`src/rtl/ripple_cap_pkg.sv`:
```
// rtl/ripple_cap_pkg.sv - shared types and constants for ripple_count_capture
// Contents: snapshot FSM state enum, default parameter values, and the
// active-low seven-segment hex table (segments a..g = bit0..bit6) used when
// SEG7_ACCEPT_EN is defined.
package ripple_cap_pkg;

  typedef enum logic {
    IDLE = 1'b0,
    HOLD = 1'b1
  } snap_state_e;

  localparam int DEF_CNT_W     = 4;
  localparam int DEF_EXT_W     = 8;
  localparam int DEF_STABLE_N  = 2;
  localparam int DEF_MAX_DELTA = 3;

  localparam logic [6:0] SEG7_HEX [16] = '{
    7'h40, 7'h79, 7'h24, 7'h30, 7'h19, 7'h12, 7'h02, 7'h78,
    7'h00, 7'h10, 7'h08, 7'h03, 7'h46, 7'h21, 7'h06, 7'h0E
  };

endpackage

```
`src/rtl/ripple_count_capture_sync_filter.sv`:
```
// rtl/ripple_count_capture_sync_filter.sv - 2-flop synchroniser plus stability filter
// Ports:
//   clk, clr (async active-low), q_in (raw count, asynchronous to clk)
//   accepted_o  : currently accepted count
//   candidate_o : value being accepted when accept_o is high
//   accept_o    : one-cycle strobe; the top extends the count on this edge
module sync_filter
  import ripple_cap_pkg::*;
#(
  parameter int CNT_W    = DEF_CNT_W,
  parameter int STABLE_N = DEF_STABLE_N
) (
  input  logic             clk,
  input  logic             clr,
  input  logic [CNT_W-1:0] q_in,
  output logic [CNT_W-1:0] accepted_o,
  output logic [CNT_W-1:0] candidate_o,
  output logic             accept_o
);

  logic [CNT_W-1:0] s1_q, s2_q, cand_q, acc_q;
  logic [CNT_W-1:0] cand_d, acc_d;
  logic [2:0]       stab_q, stab_d;
  logic             accept;

  // Acceptance also needs s2 to still agree with the candidate, so a value must
  // be seen on STABLE_N+1 consecutive s2 samples before it is taken.
  always_comb begin
    accept = (stab_q == 3'(STABLE_N)) && (s2_q == cand_q) && (cand_q != acc_q);
    cand_d = cand_q;
    stab_d = stab_q;
    acc_d  = acc_q;
    if (s2_q != cand_q) begin
      cand_d = s2_q;
      stab_d = 3'd1;
    end else if (stab_q < 3'(STABLE_N)) begin
      stab_d = stab_q + 3'd1;
    end
    if (accept) acc_d = cand_q;
  end

  always_ff @(posedge clk or negedge clr) begin
    if (!clr) begin
      s1_q   <= '0;
      s2_q   <= '0;
      cand_q <= '0;
      stab_q <= '0;
      acc_q  <= '0;
    end else begin
      s1_q   <= q_in;
      s2_q   <= s1_q;
      cand_q <= cand_d;
      stab_q <= stab_d;
      acc_q  <= acc_d;
    end
  end

  assign accepted_o  = acc_q;
  assign candidate_o = cand_q;
  assign accept_o    = accept;

endmodule

```
`src/rtl/ripple_count_capture.sv`:
```
// rtl/ripple_count_capture.sv - ripple count capture, extension and snapshot handshake
// Ports:
//   clk, clr (async active-low), q_in (raw ripple count)
//   snap, out_ready            : snapshot request / downstream accept
//   out_valid, out_data        : held snapshot of the extended count
//   count_ext                  : live extended count
//   wrap_pulse, skip_err, overrun : raw-wrap pulse and sticky error flags
//   seg_n (only with SEG7_ACCEPT_EN) : active-low hex display of accepted count
module ripple_count_capture
  import ripple_cap_pkg::*;
#(
  parameter int CNT_W     = DEF_CNT_W,
  parameter int EXT_W     = DEF_EXT_W,
  parameter int STABLE_N  = DEF_STABLE_N,
  parameter int MAX_DELTA = DEF_MAX_DELTA
) (
  input  logic             clk,
  input  logic             clr,
  input  logic [CNT_W-1:0] q_in,
  input  logic             snap,
  input  logic             out_ready,
  output logic             out_valid,
  output logic [EXT_W-1:0] out_data,
  output logic [EXT_W-1:0] count_ext,
  output logic             wrap_pulse,
  output logic             skip_err,
  output logic             overrun
`ifdef SEG7_ACCEPT_EN
  ,
  output logic [6:0]       seg_n
`endif
);

  logic [CNT_W-1:0] accepted, candidate, delta;
  logic             accept;

  sync_filter #(
    .CNT_W   (CNT_W),
    .STABLE_N(STABLE_N)
  ) u_sync_filter (
    .clk        (clk),
    .clr        (clr),
    .q_in       (q_in),
    .accepted_o (accepted),
    .candidate_o(candidate),
    .accept_o   (accept)
  );

  logic [EXT_W-1:0] count_ext_q, count_ext_d;
  logic             wrap_q, wrap_d, skip_q, skip_d;

  // Modular difference covers both normal forward steps and raw wrap-around.
  always_comb begin
    delta       = candidate - accepted;
    count_ext_d = count_ext_q;
    wrap_d      = 1'b0;
    skip_d      = skip_q;
    if (accept) begin
      count_ext_d = count_ext_q + EXT_W'(delta);
      wrap_d      = (candidate < accepted);
      if (EXT_W'(delta) > EXT_W'(MAX_DELTA)) skip_d = 1'b1;
    end
  end

  always_ff @(posedge clk or negedge clr) begin
    if (!clr) begin
      count_ext_q <= '0;
      wrap_q      <= 1'b0;
      skip_q      <= 1'b0;
    end else begin
      count_ext_q <= count_ext_d;
      wrap_q      <= wrap_d;
      skip_q      <= skip_d;
    end
  end

  snap_state_e      state_q;
  logic             out_valid_q, overrun_q;
  logic [EXT_W-1:0] out_data_q;

  // Snapshot takes count_ext_q, i.e. the pre-update value when an acceptance
  // lands on the same edge.
  always_ff @(posedge clk or negedge clr) begin
    if (!clr) begin
      state_q     <= IDLE;
      out_valid_q <= 1'b0;
      out_data_q  <= '0;
      overrun_q   <= 1'b0;
    end else begin
      case (state_q)
        IDLE: begin
          if (snap) begin
            out_data_q  <= count_ext_q;
            out_valid_q <= 1'b1;
            state_q     <= HOLD;
          end
        end
        HOLD: begin
          if (snap) overrun_q <= 1'b1;
          if (out_ready) begin
            out_valid_q <= 1'b0;
            state_q     <= IDLE;
          end
        end
        default: state_q <= IDLE;
      endcase
    end
  end

  assign count_ext  = count_ext_q;
  assign wrap_pulse = wrap_q;
  assign skip_err   = skip_q;
  assign out_valid  = out_valid_q;
  assign out_data   = out_data_q;
  assign overrun    = overrun_q;

`ifdef SEG7_ACCEPT_EN
  logic [6:0] seg_q;

  always_ff @(posedge clk or negedge clr) begin
    if (!clr) seg_q <= 7'b1000000;
    else      seg_q <= SEG7_HEX[4'(accepted)];
  end

  assign seg_n = seg_q;
`endif

endmodule
```
`config.mk`:
```
export PLATFORM = sky130hd
export DESIGN_NAME = ripple_count_capture
export DESIGN_NICKNAME = d
export VERILOG_FILES = /design/src/rtl/ripple_cap_pkg.sv /design/src/rtl/ripple_count_capture_sync_filter.sv /design/src/rtl/ripple_count_capture.sv
export SDC_FILE = /design/constraint.sdc
export NUM_CORES = 1
export LEC_CHECK = 0
export CORE_UTILIZATION = 45
export DETAILED_ROUTE_END_ITERATION = 10
export HOLD_SLACK_MARGIN = 0.06
export PLACE_DENSITY = 0.68
export SLEW_MARGIN = 20
export SYNTH_ARGS = -nofsm -noshare
export SYNTH_HDL_FRONTEND = slang
export SYNTH_SLANG_ARGS = --single-unit
```
`constraint.sdc`:
```
create_clock -name clk -period 4.4 [get_ports clk]
set_input_delay 0.88 -clock clk [delete_from_list [all_inputs] [get_ports clk]]
set_output_delay 0.88 -clock clk [all_outputs]
set_load 0.005 [all_outputs]
```
==> impl_metrics.tcl <==
set metrics [dict create \
    root_buffer "sky130_fd_sc_hd__clkbuf_8" \
    critPathLaunchType "flop" \
    insertion_delay_ps 290 \
    clk_transition_reported_paths_ps 70 \
    gpl.final_weighted_congestion 0.8119 \
    dieArea_um2 4332 \
    yosys_warn_count 0 \
    cellInternalPower_mw 0.5742 \
    mostFrequentLayoutCells "40 x sky130_fd_sc_hd__dfrtp_1, 26 x sky130_fd_sc_hd__clkdlybuf4s50_1, 17 x sky130_fd_sc_hd__inv_1" \
    skew_ps 5.587 \
    ys_async_sr_fraction_pct 100.0 \
    cts_hold_buf 0 \
    synth-edff-count 0 \
    antenna_cells_inserted 0 \
    htreeDepth 2 \
    design.core.area_um2 3771 \
    detail-route-antenna-nets 0 \
    clkPwrFrac_pct 39.0 \
    timing.critical_path.required_ps 4570 \
    global_route_wire_length_before_repair_mm 4.995 \
    cts_sinks 40 \
    dp_hpwl_mm 2.145 \
    fmax_mhz 389.1 \
    maxCapViolations 0 \
    drtIter0Drc 34 \
    area_growth_pct 21.16 \
    std_cell_rows 22 \
    number_of_antenna_violations_at_the_first_check_in_global_routing 0 \
    routedWlPerCell_um 12.67 \
    floorplan.initialDensity_pct 48.61 \
    ys_flop_type "sky130_fd_sc_hd__dfrtp_1" \
    final_cells 224 \
    comb_power_share_pct 7.9 \
    mappedNetlistArea_um2 1833 \
    power_leakage_nw 1.019 \
    finalSetupViolCount 0 \
    status "completed" \
    die_width_um 65.82 \
    die_height_um 65.82 \
    drive_above_1_share_pct 14.20 \
    final-max-slew-violation-count 0 \
    synth_sequential_area_ratio_pct 54.61 \
    post_cts_buffers 0 \
    first_global_vias 1145 \
    switching_power_mw 0.1555 \
    setup_repair_after_global_routing_missed_its_margin "false" \
    p_seq_share_pct 53.1 \
    layout.cells.most_common "sky130_fd_sc_hd__dfrtp_1" \
    tritoncts "yes" \
    timing.critical_path.arrival_ps 2740 \
    postSynthRegisterBits 40 \
    dpl.cell_count 216 \
    netSwitchingFraction_pct 21.31 \
    finalWorstPathRequiredPeriod_ps 2570 \
    cts_made_buffers 5 \
    max_root_sink_buffers 2 \
    worstSetupEndpointType "flop" \
    gate_count_after_technology_mapping 147 \
    post_synth_num_cell_types 34 \
    power_density_nw_per_um2 328.6 \
    via_per_inst 5.067 \
    grt_use_total_pct 15.46 \
    nets 195 \
    path_class "flop to flop" \
    relSlewSlack_pct 43.73 \
    max_slew.worst_pin.slew_ps 844.0 \
    grt_overflow 0 \
    port_buffers 27 \
    post_cts.resized_instances 0 \
    syn-num-nets 167 \
    grt_start_max_net_pins 41 \
    drtPass1Iterations 4 \
    irDropWorstVdd_mv 0.2328 \
    finalCritPeriodShare_pct 58.41 \
    syn-mean-instance-area_um2 12.47 \
    holdCritPathClass "flop to flop" \
    power.total_mw 0.7297 \
    worstPathMaxFanout 4 \
    wl_mm 2.839 \
    whs_ps 352.1 \
    drc 0 \
    ioPinCount 28 \
    vias 1135 \
    count_of_endpoints_failing_hold_in_the_final_timing_report 0 \
    final.setup.tns_ps 0 \
]
## worst paths after layout
path	startpoint	endpoint	slack (ps)	depth (start not counted)
min in group asynchronous	clr	overrun	700	1
worst max register to register	u_sync_filter.candidate_o[0]	count_ext[5]	1830	10
worst max-delay path	u_sync_filter.candidate_o[0]	count_ext[5]	1830	10
worst min register to register	u_sync_filter.s1_q[2]	u_sync_filter.s2_q[2]	350	0
worst min-delay path	u_sync_filter.s1_q[2]	u_sync_filter.s2_q[2]	350	0
max in group asynchronous	clr	u_sync_filter.stab_q[0]	3170	1
## cells by family after synthesis
| kind of cell | count (synthesis) | share of synthesized area [%] |
|---|---|---|
| AO/OA/AOI/OAI | 25 | 9.284 |
| XOR/XNOR | 11 | 5.256 |
| flip-flops | 40 | 54.61 |
| AND/OR/NAND/NOR | 24 | 8.327 |
| multiplexers | 12 | 7.577 |
| buffers and inverters | 23 | 5.938 |
| adder cells (fa/ha/maj) | 12 | 9.010 |
## sequential cells by signal, indices dropped and copies added, names as in the netlist
signal / flops
overrun: 1
skip_err: 1
u_sync_filter.candidate_o: 4
out_valid: 1
count_ext: 8
u_sync_filter.s2_q: 4
u_sync_filter.stab_q: 3
wrap_pulse: 1
u_sync_filter.s1_q: 4
out_data: 8
u_sync_filter.accepted_o: 4
state_q: 1
## per-stage QoR
step	util [%]	area [um^2]	setup WS, ps
floorplan	-	1833	2016
finish	58.89	2221	1830
detailed placement	56.04	2113	1833
CTS	58.89	2221	1821
global route	58.89	2221	1685
global placement	56.04	2113	1914
## critical path, cell delays in order (launching register included)
cell	delay, ps
sky130_fd_sc_hd__dfrtp_1	400
sky130_fd_sc_hd__inv_1	80
sky130_fd_sc_hd__ha_1	160
sky130_fd_sc_hd__inv_1	50
sky130_fd_sc_hd__fa_1	390
sky130_fd_sc_hd__xor2_1	290
sky130_fd_sc_hd__ha_1	340
sky130_fd_sc_hd__o21a_1	200
sky130_fd_sc_hd__a21oi_1	280
sky130_fd_sc_hd__nor4b_2	100
sky130_fd_sc_hd__xor2_1	160
## Yosys cell counts (2+ instances only)
cell type | number | area share (%)
sky130_fd_sc_hd__ha_1 | 10 | 6.8
sky130_fd_sc_hd__nand4_1 | 2 | 0.68
sky130_fd_sc_hd__a21oi_1 | 4 | 1.1
sky130_fd_sc_hd__clkbuf_1 | 2 | 0.41
sky130_fd_sc_hd__fa_1 | 2 | 2.2
sky130_fd_sc_hd__a211oi_1 | 3 | 1.2
sky130_fd_sc_hd__nor2b_1 | 2 | 0.68
sky130_fd_sc_hd__nand2_1 | 4 | 0.82
sky130_fd_sc_hd__buf_6 | 2 | 1.2
sky130_fd_sc_hd__xnor2_1 | 5 | 2.4
sky130_fd_sc_hd__xor2_1 | 6 | 2.9
sky130_fd_sc_hd__dfrtp_1 | 40 | 55
sky130_fd_sc_hd__o21ai_0 | 10 | 2.7
sky130_fd_sc_hd__nor3_1 | 2 | 0.55
sky130_fd_sc_hd__mux2_2 | 11 | 6.8
sky130_fd_sc_hd__a21o_1 | 2 | 0.82
sky130_fd_sc_hd__nor2_1 | 7 | 1.4
sky130_fd_sc_hd__inv_1 | 17 | 3.5
## power by group through the flow
stage                     logic, mW  clock network, mW  registers (mW)
after detailed placement     0.0588                  0           0.395
after floorplan              0.0346                  0           0.393
after CTS                    0.0590              0.297           0.387
after global routing         0.0657              0.310           0.389
final                        0.0578              0.284           0.387
after global placement       0.0564                  0           0.394
## final cells by class
class,count,area (um^2)
clock buffers,6,72.57
clock inverters,2,35.03
fillers,287,1550
inverters,17,63.81
multi-input cells,84,723.2
flip-flops and latches,40,1001
well taps,48,60.06
repair buffers,27,265.3
## layer usage
| metal | share of wire, % | track usage [%] | wire, um | up-vias |
|---|---|---|---|---|
| li1 | - | - | - | 546 |
| met1 | 43 | 17.67 | 1234 | 556 |
| met2 | 50 | 26.53 | 1429 | 29 |
| met3 | 4.5 | 5.172 | 129 | 4 |
| met4 | 1.6 | 5.707 | 45 | 0 |
| met5 | 0 | 0 | 0 | - |
Power figures use the tool's default switching activity.
